$ cat src/rtl/xy2_address.sv
// Pixel (row,col) to Y/U/V frame-memory word address and bit position, one-cycle latency.
// Optional range check enabled by defining XY2_ADDRESS_RANGE_CHECK_EN.
module xy2_address (
  input  logic        clk,
  input  logic        rst_n,
  input  logic        in_valid,
  input  logic [9:0]  row,
  input  logic [9:0]  col,
  output logic        out_valid,
  output logic        U_frame_buffer_num,
  output logic [15:0] Y_addr,
  output logic [5:0]  Y_data_pos,
  output logic [15:0] U_addr,
  output logic [7:0]  U_data_pos,
  output logic [12:0] V_addr,
  output logic [7:0]  V_data_pos,
  output logic        addr_err
);

  logic [19:0] iy, iu, wu, u_full, v_full;
  logic        oor;
  logic        fb_n;
  logic [15:0] y_addr_n, u_addr_n;
  logic [5:0]  y_pos_n;
  logic [7:0]  u_pos_n, v_pos_n;
  logic [12:0] v_addr_n;

  always_comb begin
    iy = {10'd0, row} * 20'd640 + {10'd0, col};
    iu = {11'd0, row[9:1]} * 20'd320 + {11'd0, col[9:1]};
    wu = iu >> 3;
`ifdef XY2_ADDRESS_RANGE_CHECK_EN
    oor = (row > 10'd479) || (col > 10'd639);
`else
    oor = 1'b0;
`endif
    // U plane spills past the top 4096 words of buffer 0 into buffer 1
    if (wu < 20'd4096) begin
      fb_n   = 1'b0;
      u_full = 20'd61440 + wu;
    end else begin
      fb_n   = 1'b1;
      u_full = wu - 20'd4096;
    end
    v_full   = 20'd3128 + (iu >> 4);
    y_addr_n = 16'(iy >> 3);
    y_pos_n  = {iy[2:0], 3'b000};
    u_addr_n = 16'(u_full);
    u_pos_n  = {2'b00, iu[2:0], 3'b000};
    v_addr_n = 13'(v_full);
    v_pos_n  = {1'b0, iu[3:0], 3'b000};
    if (oor) begin
      fb_n     = 1'b0;
      y_addr_n = '0;
      y_pos_n  = '0;
      u_addr_n = '0;
      u_pos_n  = '0;
      v_addr_n = '0;
      v_pos_n  = '0;
    end
  end

  always_ff @(posedge clk or negedge rst_n) begin
    if (!rst_n) begin
      out_valid          <= 1'b0;
      U_frame_buffer_num <= 1'b0;
      Y_addr             <= '0;
      Y_data_pos         <= '0;
      U_addr             <= '0;
      U_data_pos         <= '0;
      V_addr             <= '0;
      V_data_pos         <= '0;
      addr_err           <= 1'b0;
    end else begin
      out_valid <= in_valid;
      if (in_valid) begin
        U_frame_buffer_num <= fb_n;
        Y_addr             <= y_addr_n;
        Y_data_pos         <= y_pos_n;
        U_addr             <= u_addr_n;
        U_data_pos         <= u_pos_n;
        V_addr             <= v_addr_n;
        V_data_pos         <= v_pos_n;
        addr_err           <= oor;
      end
    end
  end

endmodule

$ cat config.mk
export PLATFORM = sky130hd
export DESIGN_NAME = xy2_address
export DESIGN_NICKNAME = d
export VERILOG_FILES = /design/src/rtl/xy2_address.sv
export SDC_FILE = /design/constraint.sdc
export NUM_CORES = 1
export LEC_CHECK = 0
export ABC_AREA = 1
export CORE_UTILIZATION = 44
export CTS_BUF_LIST = sky130_fd_sc_hd__clkbuf_4 sky130_fd_sc_hd__clkbuf_8 sky130_fd_sc_hd__clkbuf_16
export DETAILED_ROUTE_END_ITERATION = 10
export HOLD_SLACK_MARGIN = 0.08
export PLACE_DENSITY = 0.77
export SETUP_SLACK_MARGIN = 0.3
export SLEW_MARGIN = 20
export SYNTH_ARGS = -nofsm -noshare
export SYNTH_HDL_FRONTEND = slang
export SYNTH_SLANG_ARGS = --single-unit
$ cat constraint.sdc
create_clock -name clk -period 0.8 [get_ports clk]
set_clock_uncertainty 0.2 [all_clocks]
set_input_delay 0.16 -clock clk [delete_from_list [all_inputs] [get_ports clk]]
set_output_delay 0.16 -clock clk [all_outputs]
set_load 0.05 [all_outputs]
==> results.py <==
metrics = {
    "global_route": {
        "track_usage_pct": 32.5,
        "grt_pass1_wl_um": 19000,
        "overflow": 0,
        "grt_start_max_net_pins": 45,
        "grt_pass1_vias": 3896,
        "antenna_found_initial": 0,
    },
    "clock_network": {
        "clk_path_buf_depth": 2,
        "clock_latency_ps": 310,
        "h-tree-depth": 2,
        "ctsRootBufferMaster": "clkbuf_8",
        "cts_tree": "built",
        "cts_sinks": 44,
        "cts_buffers": 5,
        "cts.clk_slew.worst_paths_ps": 90,
    },
    "outcome": {
        "violations": "negative hold slack, negative setup slack",
        "outcome": "complete, but fails checks",
    },
    "critical_path": {
        "critical_path_class": "in -> reg",
        "r2r_cells": 4,
        "cp_data_arrival_time_ps": 2860,
        "cp-start-kind": "input pin",
        "critPathCaptureType": "register",
        "reg2reg_from": "V_addr[5]$_DFFE_PN0P_",
        "timing.rr.end": "V_addr[5]$_DFFE_PN0P_",
        "r2r_setup_slack_ps": -470,
        "cp_data_required_time_ps": 850,
        "path_max_fanout": 5,
    },
    "timing": {
        "period_minus_slack_ps": 2810,
        "rsz0062_at_grt": "yes",
        "setup_viol": 100,
        "hold_viol": 45,
        "finalHoldWorstSlack_ps": -363,
        "fin_crit_sh_pct": 351,
        "drv_slew": 0,
        "maxClockFrequency_mhz": 356,
        "layout_setup_ws_ps": -2010,
    },
    "final_layout": {
        "syn2layout_area_growth_pct": 108,
        "drive_gt1_share_pct": 68.6,
        "final_common_cell": "nand2_1",
        "antenna_cells": 0,
        "stdcell_count": 714,
        "layout_common_cells": "98 x nand2_1, 76 x buf_4, 60 x buf_12",
        "final_area_um2": 6810,
        "final_nets": 665,
    },
    "floorplanning": {
        "die_area_um2": 7780,
        "io_pins": 93,
        "die_h_um": 88.2,
        "initial_core_util_pct": 45.3,
        "die_w_um": 88.2,
        "coreArea_um2": 7210,
        "rows": 31,
    },
    "routing": {
        "wl_per_cell_um": 25.6,
        "viasPerCell": 6.01,
        "final_antenna_net_count": 0,
        "dr.pass1.iters": 5,
        "num_vias": 4293,
        "drt-initial-drc-count": 447,
        "totalWireLength_um": 18300,
        "drc": 0,
    },
    "hold_path": {
        "hold_class": "in -> async",
    },
    "logic_synthesis": {
        "yosys.area_share.simple_pct": 30.6,
        "ys_types": 34,
        "synth.area.mux_share_pct": 0,
        "synth_area_um2": 3270,
        "synth.avg_cell_area_um2": 7.59,
        "yosysTopAreaCell": "dfrtp_1",
        "ys_warn_count": 0,
        "synth_xor_area_share_pct": 5.01,
        "synthAdderAreaFrac_pct": 11.6,
        "ys_seq_area_share_pct": 33.7,
        "synth_cells": 431,
        "synth_compound_area_share_pct": 6.50,
        "synth_top_family_by_area": "simple AND/OR/NAND/NOR gates",
        "yosysTopAreaCellShare_pct": 33.7,
        "synth_seq_cells": 44,
        "synth_area_leaders": "dfrtp_1 34%, nand2_1 16%, ha_1 9.2%",
    },
    "power_and_ir_drop": {
        "pwr-share-comb_pct": 66.9,
        "power.leakage_uw": 0.00314,
        "clockPowerShare_pct": 11.6,
        "ir_drop_mv": 1.03,
        "internal-power_uw": 8570,
        "p_per_area_nw_per_um2": 2340,
        "pwr-share-seq_pct": 21.6,
        "switching_power_uw": 7360,
        "p_sw_share_pct": 46.2,
    },
    "place": {
        "routabilityCongestion": 0.820,
        "post-dp-hpwl_um": 6940,
        "dp.cells": 657,
        "port-buffer-count": 79,
        "dpl-instance-area_um2": 5350,
    },
    "run": {
        "max_cap_viol_count": 0,
    },
}
==> metrics by stage <==
stage               setup slack (ps)  total power (uW)  hold WS (ps)  setup TNS [ps]  utilization [%]
global placement               -2210             10700         -45.2          -75760             74.1
floorplan                      -1660              7250          -336          -46330                -
global route                   -2020             16300          -346          -77480             94.4
finish                         -2010             15900          -363          -75370             94.4
CTS                            -1590             13600          -371          -66690             85.3
detailed placement             -2310             10900         -46.4          -78220             74.1
==> worst max-delay path by stage <==
stage | from | to | cells after the start
2_1_floorplan | row[2] | U_addr[14]$_DFFE_PN0P_ | 17
3_3_place_gp | row[2] | U_addr[14]$_DFFE_PN0P_ | 18
3_5_place_dp | row[2] | U_addr[14]$_DFFE_PN0P_ | 17
4_1_cts | row[2] | U_addr[14]$_DFFE_PN0P_ | 17
5_1_grt | row[2] | V_addr[10]$_DFFE_PN0P_ | 17
6_report | row[2] | V_addr[10]$_DFFE_PN0P_ | 17
==> synthesized netlist by cell type, drive strengths merged <==
library cell,n
o21bai,2
xnor2,5
nand4,3
nand3b,1
conb,1
dfrtp,44
fa,4
o21ai,25
nand3,35
or2,1
nor3,1
nor3b,1
inv,39
nand2,157
ha,24
a21oi,6
buf,30
xor2,12
clkbuf,8
a31oi,2
nor2,28
o31ai,2
==> cells by family after synthesis <==
logic type,count (synthesis)
buffers and inverters,77
flip-flops,44
other,1
adder cells (fa/ha/maj),28
AND/OR/NAND/NOR,227
AO/OA/AOI/OAI,37
XOR/XNOR,17
==> timing repair <==
action,4_1_cts,5_1_grt
buffers inserted,27,21
resized for setup,165,117
hold endpoints to repair,48,47
cloned,1,0
endpoints found under the setup margin,101,100
pin swaps,55,54
==> power by group through the flow <==
stage	Clock (uW)	Combinational, uW	Sequential, uW
6_report	1850	10700	3440
3_5_place_dp	0	7500	3370
5_1_grt	1880	11000	3440
3_3_place_gp	0	7310	3340
2_1_floorplan	0	2570	4680
4_1_cts	1730	8600	3310
==> flip-flops by register name (all words and copies together), names as in the netlist <==
register	count
out_valid	1
V_addr	10
Y_addr	16
U_frame_buffer_num	1
V_data_pos	2
Y_data_pos	1
U_addr	13
==> cell type report <==
type | instances | area, um^2
Tap cell | 99 | 124
Timing Repair Buffer | 202 | 2500
Multi-Input combinational cell | 322 | 2760
Fill cell | 194 | 405
Inverter | 39 | 164
Clock inverter | 2 | 35.0
Sequential cell | 44 | 1150
Clock buffer | 6 | 76.3
==> layer usage <==
metal	global-route usage (%)	share of wire, %	wire [um]
met2	61.0	50	9160
met4	18.9	7.7	1420
met1	33.3	34	6180
met3	6.72	8.4	1550
met5	0	0	0
==> worst max-delay path, cell delays in order <==
cell     delay (ps)
buf_6           100
ha_4            270
ha_4            140
inv_2            40
fa_2            430
xor2_4          300
inv_1           140
nand2_4         110
buf_4           140
nand2_8          70
inv_4            70
nand3_2         160
nor2_2          210
nand2_2         100
nor2_1          170
o21ai_1         120
nand2_1          90
No activity file was read; power rests on OpenSTA's default activity.
